**config.mk**
```make
export PLATFORM = sky130hd
export DESIGN_NAME = msg_slot_sched_flat
export DESIGN_NICKNAME = d
export VERILOG_FILES = /design/src/rtl/msg_slot_pkg.sv /design/src/rtl/msg_slot_sched_if.sv /design/src/rtl/msg_slot_fifo.sv /design/src/rtl/msg_slot_sched.sv /design/src/flat_wrapper.sv
export SDC_FILE = /design/constraint.sdc
export NUM_CORES = 1
export LEC_CHECK = 0
export BUFFER_PORTS_ARGS = -buffer_cell sky130_fd_sc_hd__buf_2
export CORE_MARGIN = 2
export CORE_UTILIZATION = 59
export CTS_CLUSTER_DIAMETER = 40
export DETAILED_ROUTE_END_ITERATION = 6
export PLACE_DENSITY = 0.86
export SLEW_MARGIN = 30
export SYNTH_ARGS = -nofsm -noshare
export SYNTH_HDL_FRONTEND = slang
export SYNTH_SLANG_ARGS = --single-unit
```
**constraint.sdc**
```tcl
create_clock -name clk -period 4.9 [get_ports clk]
set_input_delay 0.98 -clock clk [delete_from_list [all_inputs] [get_ports clk]]
set_output_delay 0.98 -clock clk [all_outputs]
set_load 0.1 [all_outputs]
```
**src/rtl/msg_slot_pkg.sv**
```systemverilog
// Shared types for the message-slot scheduler: slot lifecycle states,
// error codes and the ready-queue entry layout.
package msg_slot_pkg;

  localparam int PKG_TAG_W  = 4;
  localparam int PKG_ADDR_W = 10;
  localparam int BEATS_W    = 8;

  typedef enum logic [1:0] {
    SLOT_FREE    = 2'd0,
    SLOT_FILLING = 2'd1,
    SLOT_READY   = 2'd2,
    SLOT_READING = 2'd3
  } slot_state_e;

  localparam logic [1:0] ERR_NONE      = 2'd0;
  localparam logic [1:0] ERR_DUP_ALLOC = 2'd1;
  localparam logic [1:0] ERR_BAD_CMPL  = 2'd2;
  localparam logic [1:0] ERR_BAD_REL   = 2'd3;

  // Field widths follow the default tag/address widths of the scheduler.
  typedef struct packed {
    logic [PKG_TAG_W-1:0]  tag;
    logic [PKG_ADDR_W-1:0] base;
    logic [BEATS_W-1:0]    beats;
  } rdy_entry_t;

endpackage

```
**src/rtl/msg_slot_sched_if.sv**
```systemverilog
// Request/response bundle between the message receiver, the read path and
// the slot scheduler.
interface msg_slot_sched_if
  import msg_slot_pkg::*;
#(
  parameter int NUM_SLOTS  = 8,
  parameter int ADDR_WIDTH = 10,
  parameter int TAG_W      = 4
);
  logic                         alloc_valid;
  logic [TAG_W-1:0]             alloc_tag;
  logic                         alloc_ready;
  logic                         alloc_done;
  logic [ADDR_WIDTH-1:0]        alloc_base;
  logic                         cmpl_valid;
  logic [TAG_W-1:0]             cmpl_tag;
  logic [BEATS_W-1:0]           cmpl_beats;
  logic                         rd_valid;
  logic                         rd_ready;
  logic [TAG_W-1:0]             rd_tag;
  logic [ADDR_WIDTH-1:0]        rd_base;
  logic [BEATS_W-1:0]           rd_beats;
  logic                         rel_valid;
  logic [TAG_W-1:0]             rel_tag;
  logic                         err;
  logic [1:0]                   err_code;
  logic [$clog2(NUM_SLOTS):0]   free_cnt;

  modport master (
    output alloc_valid, alloc_tag, cmpl_valid, cmpl_tag, cmpl_beats,
           rd_ready, rel_valid, rel_tag,
    input  alloc_ready, alloc_done, alloc_base, rd_valid, rd_tag, rd_base,
           rd_beats, err, err_code, free_cnt
  );

  modport slave (
    input  alloc_valid, alloc_tag, cmpl_valid, cmpl_tag, cmpl_beats,
           rd_ready, rel_valid, rel_tag,
    output alloc_ready, alloc_done, alloc_base, rd_valid, rd_tag, rd_base,
           rd_beats, err, err_code, free_cnt
  );
endinterface

```
**src/rtl/msg_slot_fifo.sv**
```systemverilog
// Synchronous FIFO with count-based full/empty; the head word is read
// combinationally through a registered read pointer.
module msg_slot_fifo
  import msg_slot_pkg::*;
#(
  parameter int WIDTH = 8,
  parameter int DEPTH = 8
) (
  input  logic             clk,
  input  logic             rst,
  input  logic             push,
  input  logic [WIDTH-1:0] din,
  input  logic             pop,
  output logic [WIDTH-1:0] dout,
  output logic             full,
  output logic             empty
);
  localparam int PW    = $clog2(DEPTH);
  localparam int CNT_W = PW + 1;

  logic [WIDTH-1:0] mem [DEPTH];
  logic [PW-1:0]    wr_ptr;
  logic [PW-1:0]    rd_ptr;
  logic [CNT_W-1:0] count;
  logic             do_push;
  logic             do_pop;

  assign full    = (count == CNT_W'(DEPTH));
  assign empty   = (count == '0);
  assign do_push = push && !full;
  assign do_pop  = pop && !empty;
  assign dout    = mem[rd_ptr];

  always_ff @(posedge clk) begin
    if (do_push) mem[wr_ptr] <= din;
  end

  always_ff @(posedge clk) begin
    if (rst) begin
      wr_ptr <= '0;
      rd_ptr <= '0;
      count  <= '0;
    end else begin
      if (do_push) wr_ptr <= wr_ptr + PW'(1);
      if (do_pop)  rd_ptr <= rd_ptr + PW'(1);
      count <= count + CNT_W'(do_push) - CNT_W'(do_pop);
    end
  end

endmodule

```
**src/rtl/msg_slot_sched.sv**
```systemverilog
// Slot scheduler for the message-assembly SRAM: allocates a slot per tag,
// queues completed messages for the reader and recycles released slots.
module msg_slot_sched
  import msg_slot_pkg::*;
#(
  parameter int NUM_SLOTS  = 8,
  parameter int SLOT_BEATS = 128,
  parameter int ADDR_WIDTH = 10,
  parameter int TAG_W      = 4
) (
  input logic             clk,
  input logic             rst,
  msg_slot_sched_if.slave bus
);
  localparam int SLOT_W   = $clog2(NUM_SLOTS);
  localparam int CNT_W    = SLOT_W + 1;
  localparam int NUM_TAGS = 1 << TAG_W;
  localparam int BEAT_SH  = $clog2(SLOT_BEATS);
  localparam logic [BEATS_W-1:0] MAX_BEATS = BEATS_W'(SLOT_BEATS);

  function automatic logic [ADDR_WIDTH-1:0] slot_base(input logic [SLOT_W-1:0] idx);
    return ADDR_WIDTH'(idx) << BEAT_SH;
  endfunction

  slot_state_e       slot_st [NUM_SLOTS];
  logic [NUM_TAGS-1:0] tag_vld;
  logic [SLOT_W-1:0] tag_slot [NUM_TAGS];
  logic [CNT_W-1:0]  free_cnt_q;

  logic              free_found;
  logic [SLOT_W-1:0] free_idx;
  logic              alloc_ready_int;
  logic              alloc_acc, alloc_dup, alloc_grant;
  logic [SLOT_W-1:0] cmpl_slot, rel_slot, pop_slot;
  logic              cmpl_ok, cmpl_bad, rel_ok, rel_bad;
  logic              rd_valid_int, rd_pop;
  logic              fifo_full, fifo_empty;
  rdy_entry_t        head;
  rdy_entry_t        entry_p1;
  logic              vld_p1;

  // Lowest-index free slot, from start-of-cycle state only.
  always_comb begin
    free_found = 1'b0;
    free_idx   = '0;
    for (int i = 0; i < NUM_SLOTS; i++) begin
      if (!free_found && slot_st[i] == SLOT_FREE) begin
        free_found = 1'b1;
        free_idx   = SLOT_W'(i);
      end
    end
  end

  assign alloc_ready_int = !rst && (free_cnt_q != '0);
  assign alloc_acc   = bus.alloc_valid && alloc_ready_int;
  assign alloc_dup   = alloc_acc && tag_vld[bus.alloc_tag];
  assign alloc_grant = alloc_acc && !tag_vld[bus.alloc_tag] && free_found;

  assign cmpl_slot = tag_slot[bus.cmpl_tag];
  assign cmpl_ok   = bus.cmpl_valid && tag_vld[bus.cmpl_tag] &&
                     (slot_st[cmpl_slot] == SLOT_FILLING) &&
                     (bus.cmpl_beats != '0) && (bus.cmpl_beats <= MAX_BEATS) &&
                     !fifo_full;
  assign cmpl_bad  = bus.cmpl_valid && !cmpl_ok;

  assign rel_slot = tag_slot[bus.rel_tag];
  assign rel_ok   = bus.rel_valid && tag_vld[bus.rel_tag] &&
                    (slot_st[rel_slot] == SLOT_READING);
  assign rel_bad  = bus.rel_valid && !rel_ok;

  assign rd_valid_int = !rst && !fifo_empty;
  assign rd_pop       = rd_valid_int && bus.rd_ready;
  assign pop_slot     = SLOT_W'(head.base >> BEAT_SH);

  assign bus.alloc_ready = alloc_ready_int;
  assign bus.free_cnt    = free_cnt_q;
  assign bus.rd_valid    = rd_valid_int;
  assign bus.rd_tag      = rd_valid_int ? head.tag   : '0;
  assign bus.rd_base     = rd_valid_int ? head.base  : '0;
  assign bus.rd_beats    = rd_valid_int ? head.beats : '0;

  always_ff @(posedge clk) begin
    if (rst) begin
      for (int i = 0; i < NUM_SLOTS; i++) slot_st[i] <= SLOT_FREE;
      tag_vld        <= '0;
      free_cnt_q     <= CNT_W'(NUM_SLOTS);
      vld_p1         <= 1'b0;
      bus.alloc_done <= 1'b0;
      bus.alloc_base <= '0;
      bus.err        <= 1'b0;
      bus.err_code   <= ERR_NONE;
    end else begin
      if (alloc_grant) begin
        slot_st[free_idx]      <= SLOT_FILLING;
        tag_vld[bus.alloc_tag] <= 1'b1;
        bus.alloc_base         <= slot_base(free_idx);
      end
      if (cmpl_ok) slot_st[cmpl_slot] <= SLOT_READY;
      if (rd_pop)  slot_st[pop_slot]  <= SLOT_READING;
      if (rel_ok) begin
        slot_st[rel_slot]    <= SLOT_FREE;
        tag_vld[bus.rel_tag] <= 1'b0;
      end
      free_cnt_q     <= free_cnt_q - CNT_W'(alloc_grant) + CNT_W'(rel_ok);
      vld_p1         <= cmpl_ok;
      bus.alloc_done <= alloc_grant;
      bus.err        <= alloc_dup || cmpl_bad || rel_bad;
      bus.err_code   <= alloc_dup ? ERR_DUP_ALLOC :
                        cmpl_bad  ? ERR_BAD_CMPL  :
                        rel_bad   ? ERR_BAD_REL   : ERR_NONE;
    end
  end

  // Stage p1: completed entry waits one cycle before entering the queue.
  always_ff @(posedge clk) begin
    if (alloc_grant) tag_slot[bus.alloc_tag] <= free_idx;
    if (cmpl_ok) begin
      entry_p1.tag   <= bus.cmpl_tag;
      entry_p1.base  <= slot_base(cmpl_slot);
      entry_p1.beats <= bus.cmpl_beats;
    end
  end

  msg_slot_fifo #(
    .WIDTH ($bits(rdy_entry_t)),
    .DEPTH (NUM_SLOTS)
  ) u_fifo (
    .clk   (clk),
    .rst   (rst),
    .push  (vld_p1),
    .din   (entry_p1),
    .pop   (rd_pop),
    .dout  (head),
    .full  (fifo_full),
    .empty (fifo_empty)
  );

endmodule

```
**src/flat_wrapper.sv**
```systemverilog
// flat-port wrapper written by rule: the top's interface ports become plain ports
module msg_slot_sched_flat import msg_slot_pkg::*;
#(
  parameter int NUM_SLOTS  = 8,
  parameter int SLOT_BEATS = 128,
  parameter int ADDR_WIDTH = 10,
  parameter int TAG_W      = 4
)
  (clk, rst, bus_alloc_valid, bus_alloc_tag, bus_cmpl_valid, bus_cmpl_tag, bus_cmpl_beats, bus_rd_ready, bus_rel_valid, bus_rel_tag, bus_alloc_ready, bus_alloc_done, bus_alloc_base, bus_rd_valid, bus_rd_tag, bus_rd_base, bus_rd_beats, bus_err, bus_err_code, bus_free_cnt);
  msg_slot_sched_if #(.NUM_SLOTS(NUM_SLOTS), .ADDR_WIDTH(ADDR_WIDTH), .TAG_W(TAG_W)) bus_i ();
  input logic clk;
  input logic rst;
  input wire logic [$bits(bus_i.alloc_valid)-1:0] bus_alloc_valid;
  input wire logic [$bits(bus_i.alloc_tag)-1:0] bus_alloc_tag;
  input wire logic [$bits(bus_i.cmpl_valid)-1:0] bus_cmpl_valid;
  input wire logic [$bits(bus_i.cmpl_tag)-1:0] bus_cmpl_tag;
  input wire logic [$bits(bus_i.cmpl_beats)-1:0] bus_cmpl_beats;
  input wire logic [$bits(bus_i.rd_ready)-1:0] bus_rd_ready;
  input wire logic [$bits(bus_i.rel_valid)-1:0] bus_rel_valid;
  input wire logic [$bits(bus_i.rel_tag)-1:0] bus_rel_tag;
  output wire logic [$bits(bus_i.alloc_ready)-1:0] bus_alloc_ready;
  output wire logic [$bits(bus_i.alloc_done)-1:0] bus_alloc_done;
  output wire logic [$bits(bus_i.alloc_base)-1:0] bus_alloc_base;
  output wire logic [$bits(bus_i.rd_valid)-1:0] bus_rd_valid;
  output wire logic [$bits(bus_i.rd_tag)-1:0] bus_rd_tag;
  output wire logic [$bits(bus_i.rd_base)-1:0] bus_rd_base;
  output wire logic [$bits(bus_i.rd_beats)-1:0] bus_rd_beats;
  output wire logic [$bits(bus_i.err)-1:0] bus_err;
  output wire logic [$bits(bus_i.err_code)-1:0] bus_err_code;
  output wire logic [$bits(bus_i.free_cnt)-1:0] bus_free_cnt;
  assign bus_i.alloc_valid = bus_alloc_valid;
  assign bus_i.alloc_tag = bus_alloc_tag;
  assign bus_i.cmpl_valid = bus_cmpl_valid;
  assign bus_i.cmpl_tag = bus_cmpl_tag;
  assign bus_i.cmpl_beats = bus_cmpl_beats;
  assign bus_i.rd_ready = bus_rd_ready;
  assign bus_i.rel_valid = bus_rel_valid;
  assign bus_i.rel_tag = bus_rel_tag;
  assign bus_alloc_ready = bus_i.alloc_ready;
  assign bus_alloc_done = bus_i.alloc_done;
  assign bus_alloc_base = bus_i.alloc_base;
  assign bus_rd_valid = bus_i.rd_valid;
  assign bus_rd_tag = bus_i.rd_tag;
  assign bus_rd_base = bus_i.rd_base;
  assign bus_rd_beats = bus_i.rd_beats;
  assign bus_err = bus_i.err;
  assign bus_err_code = bus_i.err_code;
  assign bus_free_cnt = bus_i.free_cnt;
  msg_slot_sched #(.NUM_SLOTS(NUM_SLOTS), .SLOT_BEATS(SLOT_BEATS), .ADDR_WIDTH(ADDR_WIDTH), .TAG_W(TAG_W)) u_core (.clk(clk), .rst(rst), .bus(bus_i));
endmodule
```
==> results by group, run 1 <==
Floorplanning
  – Initial Util: 0.596
  – Die Span Y: 141 µm
  – Cell row count: 50
  – Die width: 141 µm
  – IO Pins: 68
  – Die ar.: 19,800 µm²
  – Core area: 18,500 µm²

STA
  – Fmax: 0.259 GHz
  – Fin Setup TNS: 0 ns
  – Worst slew pin tran: 0.846 ns
  – Setup Skew: 0.0205 ns
  – Fin. max-slew vios: 0
  – Final Cycle Share: 0.788
  – Final hold vios: 0
  – Max transition margin: 0.432
  – Worst setup margin: 1.04 ns
  – RSZ-0062 raised after global routing: no
  – Final setup viols: 0
  – Fin crit period: 3.86 ns

Clock tree
  – CTS-repair resized insts: 0
  – CTS root buf: clkbuf_16
  – Clk buf depth: 3
  – Worst-skew pair later-pin latency: 0.55 ns
  – CTS Buf Count: 30
  – Clock sinks: 240
  – H-tree Lvls: 1
  – Post-CTS Hold Fix Bufs: 0
  – CTS tree: done
  – # Post-CTS Setup Buffers: 0
  – CTS clk-pin slew, worst paths: 0.06 ns

Global route
  – Total GRT Usage: 0.257
  – Vias in the first global route: 6,998
  – Largest net degree at the start of global routing: 36
  – First-pass GRT wire length: 39,000 µm
  – Total gr overflow: 0
  – Antenna violations before repair: 0

Power
  – Tot Pwr: 5660 µW
  – Clock power frac: 0.383
  – Switching Fraction: 0.318
  – Static Leak: 0.00430 µW
  – P_int: 3860 µW
  – Power share of the combinational group: 0.205
  – Sequential power share: 0.412
  – Pwr/cell area: 453 nW/µm²
  – Maximum VDD drop: 0.000422 V
  – Net switching power: 1800 µW

Placement
  – RD Place Congestion: 0.955
  – Pre-CTS WS: 0.765 ns
  – DP Area: 11,500 µm²
  – DPL Wire Length: 16,400 µm
  – I/O Buffers: 53

Logic synthesis
  – Syn Inst Count: 771
  – Seq cells post-synth: 240
  – XOR/XNOR Fraction of Synth Area: 0.00556
  – Yosys Warn Count: 0
  – Cell variety after synth: 72
  – Mapped Area: 11,000 µm²
  – Post-Synth Simple-Gate Area: 0.0960
  – Synth Area in Adders: 0.0184
  – Top_reg_cell synth: edfxtp_1
  – Post-synthesis mux area share: 0.166
  – Post-synthesis compound-gate area fraction: 0.0762
  – Post-synthesis sequential area ratio: 0.601
  – Largest family of logic cells by synthesized area: multiplexers
  – Mean Syn Cell Area: 14.3 µm²
  – Post-synth ARST share: 0
  – Number of synthesized flops with an enable pin: 183

Finish
  – Nets: 872
  – Ant diodes: 0
  – Most frequent cells in the layout: 183 x edfxtp_1, 78 x nor2_1, 59 x mux4_2
  – Final core occ: 0.676
  – Commonest non-fill, non-tap cell in the layout: edfxtp_1
  – Layout cells sized above 1: 0.236
  – Area grow syn2layout: 13.4%
  – Design area: 12,500 µm²

Routing
  – Drt pass-1 iters: 5
  – ANT nets after route: 0
  – Via Count: 7,142
  – DRC: 0
  – WL/cell: 23.1 µm
  – Final WL: 25,200 µm
  – Vias per cell: 6.56
  – Highest metal used: met4
  – 1st-iter DRT viols: 824
  – Met3 wire len: 2200 µm
  – Wl on met1: 9860 µm
  – Met2 WL post-DR: 12,300 µm

Worst setup path
  – Crit path kind: flip-flop to output port
  – Critical path, cell by cell: buf_4 -> mux4_2 -> mux2i_1 -> nor2_1 -> buf_2
  – Worst stage delay on the critical path: 0.56 ns
  – Crit path DAT: 2.88 ns
  – Critical Path Slowest Stage Cell: mux4_2
  – CP required: 3.92 ns
  – Worst Path Max Fanout: 22
  – R2R setup slack: 1.64 ns
  – Worst setup EP type: output port
  – Critical Path Start Type: flip-flop

Run
  – Max_cap viols: 0

Run status
  – Outcome: completed

Min path
  – HP Class: flip-flop to flip-flop
==> sequential cells by signal, summed over array words and instances (netlist names), named ones only <==
signal / flops
u_core.u_fifo.mem: 120
u_core.tag_slot: 48
u_core.slot_st: 16
u_core.tag_vld: 16
u_core.entry_p1: 15
u_core.bus.free_cnt: 4
u_core.u_fifo.count: 4
u_core.bus.alloc_base: 3
u_core.u_fifo.rd_ptr: 3
u_core.u_fifo.wr_ptr: 3
u_core.bus.err_code: 2
u_core.bus.alloc_done: 1
u_core.bus.err: 1
u_core.vld_p1: 1
==> layout make-up <==
type | instances | area [µm²]
Clock buffer | 37 | 850
Clock inverter | 19 | 169
Fill cell | 1202 | 6010
Inverter | 26 | 97.6
Multi-Input combinational cell | 463 | 4070
Sequential cell | 240 | 6640
Tap cell | 234 | 293
Timing Repair Buffer | 70 | 397
==> metrics by stage <==
| step | cells | hold slack, ns |
|---|---|---|
| 2_1_floorplan | 784 | 0.451 |
| 3_3_place_gp | 1032 | 0.481 |
| 3_5_place_dp | 1032 | 0.481 |
| 4_1_cts | 1088 | 0.506 |
| 5_1_grt | 1089 | 0.536 |
| 6_report | 1089 | 0.505 |
==> logic make-up after synthesis <==
kind of cell	Yosys count
XOR/XNOR	7
AO/OA/AOI/OAI	109
multiplexers	102
AND/OR/NAND/NOR	216
other	1
buffers and inverters	81
adder cells (fa/ha/maj)	15
flip-flops	240
==> per-layer routing <==
metal  GRT usage  up-vias
met3      0.0489       85
met4      0.0874        0
met5           0        -
met2       0.431      436
met1       0.342     3508
li1            -     3113
==> critical path, delay by kind of cell, from the launching register on <==
family | cells | cell delay [ns]
buf+inv | 2 | 0.76
mux | 2 | 0.94
flops | 1 | 0.54
simple gates | 1 | 0.07
==> synthesized netlist by cell type, types with 11 or more instances <==
library cell / number / area share
a21oi_1: 11 / 0.0050
a22oi_1: 12 / 0.0082
a311oi_1: 11 / 0.0087
a32oi_1: 11 / 0.0087
buf_4: 21 / 0.014
clkbuf_1: 15 / 0.0051
dfxtp_1: 57 / 0.10
edfxtp_1: 183 / 0.50
ha_1: 13 / 0.015
inv_1: 23 / 0.0078
mux2i_1: 34 / 0.031
mux4_2: 59 / 0.12
nand2_1: 52 / 0.018
nand3_1: 11 / 0.0050
nor2_1: 78 / 0.027
nor2b_1: 13 / 0.0074
==> power by group through the flow <==
stage	clock network, µW	registers [µW]	logic (µW)
final	2170	2330	1160
after global routing	2270	2340	1240
after detailed placement	0	2380	1150
after global placement	0	2370	1130
after floorplan	0	2470	844
after CTS	2190	2330	1160
==> path summary, 6_finish.rpt <==
path	start	endpoint	cells past startpoint
hold / removal	u_core.u_fifo.rd_ptr[1]	u_core.u_fifo.rd_ptr[1]	2
setup reg to reg	u_core.tag_vld[15]	u_core.tag_vld[0]	7
hold reg to reg	u_core.u_fifo.rd_ptr[1]	u_core.u_fifo.rd_ptr[1]	2
setup / recovery	flip-flop	bus_rd_base[7]	5
Power figures use the tool's default switching activity.
==> inputs of run 2 (changes only) <==
==> constraint.sdc (replaced) <==
create_clock -name clk -period 3.8 [get_ports clk]
set_input_delay 0.76 -clock clk [delete_from_list [all_inputs] [get_ports clk]]
set_output_delay 0.76 -clock clk [all_outputs]
set_load 0.1 [all_outputs]
==> run 2 against run 1 <==
Wire length is 4.2% higher. Non-clock buffer count is 21 higher. Via count is 1.5% higher. Core utilization is 1.1 points higher. Worst hold slack worse by 0.079 ns. Clock power is 29% higher. Total power is 30% higher. Combinational power is 34% higher. Critical endpoint is now bus_rd_base[8]. Largest power group unchanged.
==> results by group, run 2 (same netlist as run 1, synthesis figures left out) <==
Clock tree
  – H-tree Lvls: 1
  – CTS root buf: clkbuf_16
  – CTS-repair resized insts: 0
  – CTS Buf Count: 30
  – Post-CTS Hold Fix Bufs: 0
  – # Post-CTS Setup Buffers: 0
  – CTS clk-pin slew, worst paths: 0.06 ns
  – Clk buf depth: 3
  – Clock sinks: 240
  – CTS tree: done
  – Worst-skew pair later-pin latency: 0.54 ns

Power
  – Maximum VDD drop: 0.000531 V
  – Switching Fraction: 0.317
  – Tot Pwr: 7370 µW
  – P_int: 5040 µW
  – Net switching power: 2340 µW
  – Clock power frac: 0.381
  – Pwr/cell area: 580 nW/µm²
  – Power share of the combinational group: 0.211
  – Sequential power share: 0.408
  – Static Leak: 0.00440 µW

Placement
  – DPL Wire Length: 17,600 µm
  – RD Place Congestion: 0.953
  – I/O Buffers: 53
  – Pre-CTS WS: 0.103 ns
  – DP Area: 11,700 µm²

STA
  – RSZ-0062 raised after global routing: no
  – Worst slew pin tran: 0.681 ns
  – Fmax: 0.293 GHz
  – Max transition margin: 0.533
  – Final setup viols: 0
  – Fin Setup TNS: 0 ns
  – Fin crit period: 3.41 ns
  – Final hold vios: 0
  – Worst setup margin: 0.392 ns
  – Fin. max-slew vios: 0
  – Setup Skew: 0.0169 ns
  – Final Cycle Share: 0.897

Global route
  – Largest net degree at the start of global routing: 35
  – Total GRT Usage: 0.270
  – Total gr overflow: 0
  – First-pass GRT wire length: 41,100 µm
  – Vias in the first global route: 7,387
  – Antenna violations before repair: 0

Worst setup path
  – Crit path kind: flip-flop to output port
  – Critical path's top delay family: multiplexers
  – CP required: 3.04 ns
  – Worst stage delay on the critical path: 0.57 ns
  – Worst setup EP type: output port
  – Critical Path Start Type: flip-flop
  – Critical Path Slowest Stage Cell: dfxtp_2
  – Worst Path Max Fanout: 11
  – Crit path DAT: 2.65 ns
  – CP bufs+invs: 1
  – Critical path, cell by cell: mux4_2 -> mux2i_1 -> nor2_1 -> buf_2

Min path
  – HP Class: input port to flip-flop

Routing
  – Via Count: 7,246
  – WL/cell: 23.6 µm
  – Final WL: 26,200 µm
  – 1st-iter DRT viols: 886
  – Drt pass-1 iters: 6
  – ANT nets after route: 0
  – DRC: 0
  – Vias per cell: 6.53

Finish
  – Design area: 12,700 µm²
  – Layout cells sized above 1: 0.261
  – Max reg flops: 120
  – Biggest regs: u_core.u_fifo.mem: 120 flops, u_core.tag_slot: 48 flops
  – Commonest non-fill, non-tap cell in the layout: edfxtp_1
  – Nets: 893
  – Most flops, register: u_core.u_fifo.mem
  – Area grow syn2layout: 15.2%
  – Ant diodes: 0
  – Most frequent cells in the layout: 183 x edfxtp_1, 66 x nor2_1, 59 x mux4_2

Floorplanning
  – Die width: 141 µm
  – Die Span Y: 141 µm
  – Core area: 18,500 µm²
  – Initial Util: 0.596
  – IO Pins: 68
  – Die ar.: 19,800 µm²
  – Cell row count: 50

Run status
  – Outcome: completed

Run
  – Max_cap viols: 0
-- run 2: area by class of cell --
type | instances | area (µm²)
fillers | 1192 | 5810
repair buffers | 91 | 563
flip-flops and latches | 240 | 6640
clock buffers | 34 | 787
well taps | 234 | 293
clock inverters | 22 | 226
multi-input cells | 463 | 4110
inverters | 26 | 97.6
-- run 2: final timing paths --
| kind | to | depth (start not counted) | startpoint | slack, ns |
|---|---|---|---|---|
| max | bus_rd_base[8] | 4 | flip-flop | 0.39 |
| min | u_core.entry_p1[1] | 1 | bus_cmpl_beats[1] | 0.43 |
| max reg2reg | u_core.bus.free_cnt[1] | 9 | u_core.tag_slot[15][0] | 0.61 |
| min reg2reg | u_core.bus.alloc_base[9] | 2 | u_core.bus.alloc_base[9] | 0.50 |
-- run 2: layer usage --
metal,share of wire,global-route usage,up-vias,wire [µm]
li1,-,-,3164,-
met1,0.38,0.361,3541,10000
met2,0.50,0.456,471,13100
met3,0.090,0.0452,70,2350
met4,0.027,0.0921,0,709
met5,0,0,-,0
-- run 2: power groups by stage --
| stage | Sequential (µW) | Combinational, µW | Clock, µW |
|---|---|---|---|
| after floorplan | 3180 | 1120 | 0 |
| after global placement | 3060 | 1520 | 0 |
| after detailed placement | 3060 | 1540 | 0 |
| after CTS | 3010 | 1550 | 2830 |
| after global routing | 3020 | 1650 | 2950 |
| final | 3010 | 1560 | 2810 |
-- run 2: stage by stage --
step / hold WS, ns / utilization / cells
floorplan: 0.451 / - / 784
global placement: 0.475 / 0.632 / 1054
detailed placement: 0.492 / 0.632 / 1054
CTS: 0.405 / 0.686 / 1110
global route: 0.409 / 0.686 / 1110
finish: 0.426 / 0.686 / 1110
